===== config.mk =====
export PLATFORM = sky130hd
export DESIGN_NAME = reorder_buffer
export DESIGN_NICKNAME = d
export VERILOG_FILES = /design/src/rtl/OoO_pkg.sv /design/src/rtl/reorder_buffer.sv
export SDC_FILE = /design/constraint.sdc
export NUM_CORES = 1
export LEC_CHECK = 0
export ABC_AREA = 1
export CELL_PAD_IN_SITES_DETAIL_PLACEMENT = 1
export CELL_PAD_IN_SITES_GLOBAL_PLACEMENT = 2
export CORE_ASPECT_RATIO = 1.75
export CORE_UTILIZATION = 25
export DETAILED_ROUTE_END_ITERATION = 7
export PLACE_DENSITY_LB_ADDON = 0.1
export SYNTH_ARGS = -nofsm -noshare
export SYNTH_HDL_FRONTEND = slang
export SYNTH_SLANG_ARGS = --single-unit
export TNS_END_PERCENT = 1

===== constraint.sdc =====
create_clock -name clk_i -period 3.9 [get_ports clk_i]
set_clock_uncertainty 0.15 [all_clocks]
set_input_delay 0.975 -clock clk_i [delete_from_list [all_inputs] [get_ports clk_i]]
set_output_delay 0.975 -clock clk_i [all_outputs]
set_load 0.05 [all_outputs]

===== src/rtl/OoO_pkg.sv =====
// Shared types and sizing for the out-of-order core: decoded instruction
// record, functional-unit/op encodings and transaction-id width.
package OoO_pkg;

  localparam int NR_SB_ENTRIES = 8;
  localparam int NR_WB_PORTS   = 2;
  localparam int TRANS_ID_BITS = $clog2(NR_SB_ENTRIES);

  typedef enum logic [2:0] {
    FU_NONE,
    FU_ALU,
    FU_MULT,
    FU_LOAD,
    FU_STORE,
    FU_BRANCH
  } fu_t;

  typedef enum logic [3:0] {
    OP_ADD,
    OP_SUB,
    OP_AND,
    OP_OR,
    OP_XOR,
    OP_SLL,
    OP_SRL,
    OP_MUL,
    OP_LW,
    OP_SW,
    OP_BEQ
  } fu_op;

  typedef struct packed {
    logic                     valid;
    logic [TRANS_ID_BITS-1:0] trans_id;
    fu_t                      fu;
    fu_op                     op;
    logic [4:0]               rs1;
    logic [4:0]               rs2;
    logic [4:0]               rd;
    logic [31:0]              result;
  } decoder_t;

endpackage


===== src/rtl/reorder_buffer.sv =====
// Reorder buffer: allocates issued instructions in order, collects
// out-of-order writebacks and presents the head for in-order commit.
module reorder_buffer
  import OoO_pkg::*;
#(
  parameter int NR_ENTRIES  = OoO_pkg::NR_SB_ENTRIES,
  parameter int NR_WB_PORTS = OoO_pkg::NR_WB_PORTS
) (
  input  logic                                        clk_i,
  input  logic                                        rst_ni,
  input  logic                                        flush_i,
  input  logic                                        issue_valid_i,
  input  decoder_t                                    issue_instr_i,
  output logic                                        issue_ready_o,
  output logic [TRANS_ID_BITS-1:0]                    issue_trans_id_o,
  input  logic [NR_WB_PORTS-1:0]                      wb_valid_i,
  input  logic [NR_WB_PORTS-1:0][TRANS_ID_BITS-1:0]   wb_trans_id_i,
  input  logic [NR_WB_PORTS-1:0][31:0]                wb_result_i,
  output decoder_t                                    commit_instr_o,
  input  logic                                        commit_ack_i,
  output logic                                        empty_o
);

  localparam int PTR_W = $clog2(NR_ENTRIES);
  localparam logic [PTR_W:0] FULL_COUNT = (PTR_W + 1)'(NR_ENTRIES);

  decoder_t                    mem_q [NR_ENTRIES];
  logic [NR_ENTRIES-1:0]       occupied_q, occupied_d;
  logic [NR_ENTRIES-1:0]       done_q, done_d;
  logic [PTR_W:0]              head_q, head_d;
  logic [PTR_W:0]              tail_q, tail_d;

  logic [PTR_W-1:0]            head_idx, tail_idx;
  logic [PTR_W:0]              count;
  logic                        alloc, pop;
  logic [NR_ENTRIES-1:0]       wb_we;
  logic [NR_ENTRIES-1:0][31:0] wb_res;

  // Pointers carry a wrap bit, so the occupancy count is their difference.
  assign head_idx = head_q[PTR_W-1:0];
  assign tail_idx = tail_q[PTR_W-1:0];
  assign count    = tail_q - head_q;

  assign issue_ready_o    = (count != FULL_COUNT);
  assign issue_trans_id_o = TRANS_ID_BITS'(tail_idx);
  assign empty_o          = (count == '0);

  always_comb begin
    commit_instr_o       = mem_q[head_idx];
    commit_instr_o.valid = occupied_q[head_idx] && done_q[head_idx];
  end

  assign alloc = issue_valid_i && issue_ready_o && !flush_i;
  assign pop   = commit_ack_i && commit_instr_o.valid && !flush_i;

  // Walking ports from highest to lowest lets the lowest index overwrite
  // any same-entry hit, giving port 0 priority.
  always_comb begin
    // NOTE: every always_comb output gets a default first, otherwise a path
    // that skips the assignment infers a latch.
    wb_we  = '0;
    wb_res = '0;
    for (int p = NR_WB_PORTS - 1; p >= 0; p--) begin
      if (wb_valid_i[p] && occupied_q[wb_trans_id_i[p][PTR_W-1:0]]) begin
        wb_we[wb_trans_id_i[p][PTR_W-1:0]]  = 1'b1;
        wb_res[wb_trans_id_i[p][PTR_W-1:0]] = wb_result_i[p];
      end
    end
  end

  always_comb begin
    occupied_d = occupied_q;
    done_d     = done_q | wb_we;
    head_d     = head_q;
    tail_d     = tail_q;
    if (pop) begin
      occupied_d[head_idx] = 1'b0;
      head_d               = head_q + 1'b1;
    end
    if (alloc) begin
      occupied_d[tail_idx] = 1'b1;
      done_d[tail_idx]     = 1'b0;
      tail_d               = tail_q + 1'b1;
    end
    if (flush_i) begin
      occupied_d = '0;
      done_d     = '0;
      head_d     = '0;
      tail_d     = '0;
    end
  end

  // NOTE: sequential state uses non-blocking assignments so every register
  // samples the pre-edge values regardless of statement order.
  always_ff @(posedge clk_i or negedge rst_ni) begin
    if (!rst_ni) begin
      occupied_q <= '0;
      done_q     <= '0;
      head_q     <= '0;
      tail_q     <= '0;
    end else begin
      occupied_q <= occupied_d;
      done_q     <= done_d;
      head_q     <= head_d;
      tail_q     <= tail_d;
    end
  end

  // NOTE: payload storage has no reset; occupied/done bits gate every use,
  // and leaving it unreset keeps it mappable to plain RAM/flops.
  always_ff @(posedge clk_i) begin
    if (alloc) begin
      mem_q[tail_idx]          <= issue_instr_i;
      mem_q[tail_idx].trans_id <= TRANS_ID_BITS'(tail_idx);
      mem_q[tail_idx].result   <= '0;
    end
    for (int e = 0; e < NR_ENTRIES; e++) begin
      if (wb_we[e]) mem_q[e].result <= wb_res[e];
    end
  end

endmodule


==> run_results.csv <==
group,metric,value,unit
outcome,status,"finished clean",
drt,num_vias,18550,
global_route,grt_max_degree,47,
timing,tightest_slew,0.640,ns
cts,clk_pin_slew_worst_paths,0.06,ns
synthesis,synth_compound_area_share,13.1,%
worst_setup_path,crit_required,2.77,ns
global_route,first_global_vias,19825,
worst_setup_path,crit_type,"register to output port",
finish,nets,2646,
placement,port_buffers,164,
placement,postPlaceCellArea,0.0272,mm²
drt,drt_first_iter_violations,984,
synthesis,synthArstFlopShare,5.00,%
finish,fillers,10118,
floorplanning,dieArea,0.0926,mm²
floorplanning,pin_count,198,
worst_hold_path,hold_path.class,"register to register",
synthesis,syn_area,0.0228,mm²
power,p_leak,11.1,nW
finish,diodes,0,
synthesis,muxShareOfSynthArea,0,%
global_route,grt_usage,21.8,%
cts,clkLatencyLatePin,0.63,ns
global_route,antenna_found_initial,7,
synthesis,avgSynthCellArea,9.69,µm²
worst_setup_path,cp_slowest_stage_delay,0.45,ns
synthesis,yosys.area_share.adder,0.274,%
floorplanning,core-area,0.0904,mm²
cts,clock_sinks,480,
timing,max_freq,0.258,GHz
worst_setup_path,cp_max_fo,24,
power,finalPower,11.9,mW
synthesis,synth_nets,2495,
drt,dr.pass1.iters,5,
finish,area_growth,27.9,%
timing,whs,0.425,ns
synthesis,synthXorXnorAreaFrac,0.115,%
cts,clk_path_buf_depth,3,
timing,slew_headroom,57.2,%
power,peakVddDrop,0.342,mV
worst_setup_path,critPathBufInv,5,
synthesis,ys_warn_count,0,
drt,routed_wl,101000,µm
drt,viasPerCell,4.97,
synthesis,synthSimpleGateAreaFrac,17.7,%
drt,ant_nets,0,
cts,cts-hold-fix-buffers,0,
floorplanning,rows,146,
floorplanning,die_y,402,µm
synthesis,ys_ff_latch,480,
timing,setup_tns,0,ns
timing,finalCritPeriodShare,99.3,%
worst_setup_path,cp-end-kind,"output port",
drt,wire_per_inst,27.1,µm
synthesis,synth_enable_flop_cells,456,
timing,grt_setup_unrepaired,"true",
finish,finalInstanceArea,0.0292,mm²
drt,drc_errors,0,
floorplanning,die_w,230,µm
cts,cts_buffers,52,
synthesis,yosysUniqueCellTypes,39,
worst_setup_path,startpoint_type,"register",
worst_setup_path,crit_family,"buffers and inverters",
cts,h-tree-depth,2,
global_route,overflow,0,
worst_setup_path,cp_slowest_cell,"dfrtp_2",
worst_hold_path,min_path_cells,2,
run,max_cap_violations,0,
floorplanning,start_util,25.2,%
worst_setup_path,crit_chain,"nor2_2, nand2_1, inv_2, buf_12, buf_4, a221oi_1, o211ai_1, buf_4, buf_12",
worst_setup_path,worstRegToRegCells,14,
global_route,grt_pass1_wl,144000,µm
finish,fin_util,32.3,%
synthesis,synthCells,2355,
worst_setup_path,path_depth,9,
synthesis,ys_seq_area_share,62.6,%
worst_setup_path,cp_data_arrival_time,2.75,ns
cts,cts_tree,"done",
placement,gp_congestion,0.765,
power,power_density,408,mW/mm²
cts,root_buffer,"clkbuf_16",
synthesis,synth_flop_cell,"edfxtp_1",
timing,hold_viol_final,0,
timing,setup_viol_count_final,0,
placement,hpwl,62800,µm
timing,fin_crit,3.87,ns
finish,drive_gt1_share,12.9,%
timing,finalMaxSlewViolations,0,
synthesis,synth_top_family_by_area,"simple AND/OR/NAND/NOR gates",
path summary, 6_finish.rpt:
| path | from | endpoint | slack (ns) |
|---|---|---|---|
| max | head_q[1] | commit_instr_o[2] | 0.03 |
| min | occupied_q[6] | occupied_q[6] | 0.43 |
| max reg2reg | head_q[1] | mem_q[6][6] | 0.46 |
| min reg2reg | occupied_q[6] | occupied_q[6] | 0.43 |
| max in group asynchronous | rst_ni | head_q[0] | 2.72 |
| min in group asynchronous | rst_ni | tail_q[3] | 0.57 |
repair_timing:
| item | in CTS | in global routing |
|---|---|---|
| cloned | 0 | 1 |
| pin swaps | 0 | 2 |
| endpoints found under the setup margin | 56 | 29 |
| setup buffers | 1 | 6 |
| gates resized for setup | 12 | 14 |
power by group:
group          switching [mW]  internal, mW
Sequential             0.0269          5.70
Clock                    2.32          2.87
Combinational           0.611         0.370
stage by stage:
step / std cells / worst slack [ns]
floorplan: 2355 / 0.491
global placement: 3628 / 0.128
detailed placement: 3628 / 0.110
CTS: 3725 / -0.116
global route: 3732 / -0.0987
finish: 3732 / 0.0277
flip-flops by register name, summed over array words and instances (netlist names):
register / cells
tail_q: 4
mem_q: 456
head_q: 4
occupied_q: 8
done_q: 8
area by class of cell:
cell class                      count  area, µm²  area share, %
Sequential cell                   480      14300           49.0
Tap cell                         1184       1480           5.07
Timing Repair Buffer              286       3840           13.1
Multi-Input combinational cell   1540       7290           25.0
Inverter                          146        554           1.90
Clock inverter                     37        402           1.38
Clock buffer                       59       1330           4.55
per-layer routing:
layer	wire length (µm)	part of all wire (%)	track usage [%]	up-vias
li1	-	-	-	8388
met1	38700	38	24.0	9591
met2	55900	55	42.5	413
met3	3620	3.6	2.89	144
met4	2690	2.7	6.51	14
met5	90	0.089	0	-
placed cells by master, fill, tap and decap left out, types with 8 or more instances in the layout:
cell,n
inv_2,18
clkbuf_16,53
nand2_1,775
a221oi_1,53
o211ai_1,26
nand3b_1,8
a21oi_1,240
clkdlybuf4s50_1,104
buf_12,110
nand3_1,53
dfrtp_1,22
o2111ai_1,19
clkinv_2,11
inv_1,124
edfxtp_1,456
nand2_2,11
nor3_1,9
o21ai_0,142
buf_4,63
nor2_1,139
a31oi_1,8
clkinv_1,11
worst register-to-register path: stages, from the launching register on:
cell and delay, ns:
dfrtp_2 0.43, clkinvlp_4 0.21, buf_4 0.22, ha_1 0.32, nand2_1 0.06, nand2_1 0.07
xor2_1 0.20, nor2_1 0.06, nand2_1 0.18, nand2_1 0.13, nor2_1 0.11, buf_4 0.21
nand2_1 0.31, nand2_2 0.25, buf_12 0.22
synthesized netlist by cell type (all sizes together) (3+ instances only):
library cell  count  area [µm²]
nor3             11        55.1
a21oi           240        1200
o211ai           26         195
clkbuf           96         389
nor2            148         573
edfxtp          456       13700
nand2           787        2980
nand4             4        25.0
a221oi           57         499
o221ai            5        43.8
o21ai           143         716
o2111ai          26         228
inv             144         541
dfrtp            24         601
buf              93         462
o22ai             4        37.5
nand3            57         300
nand3b           12         114
o21a              3        22.5
ha                5        62.6
a31oi             8        50.1
cells by family (layout without fill, tap and decap cells):
group                      after synthesis  count (layout)
and+or+nand+nor                       1019            1019
xor gates and xnor gates                 3               3
adders and majority gates                5               5
buffers and inverters                  335             528
DFF                                    480             480
AOI/OAI and AO/OA                      513             513
Note: power is estimated with default switching activity, not from simulation.
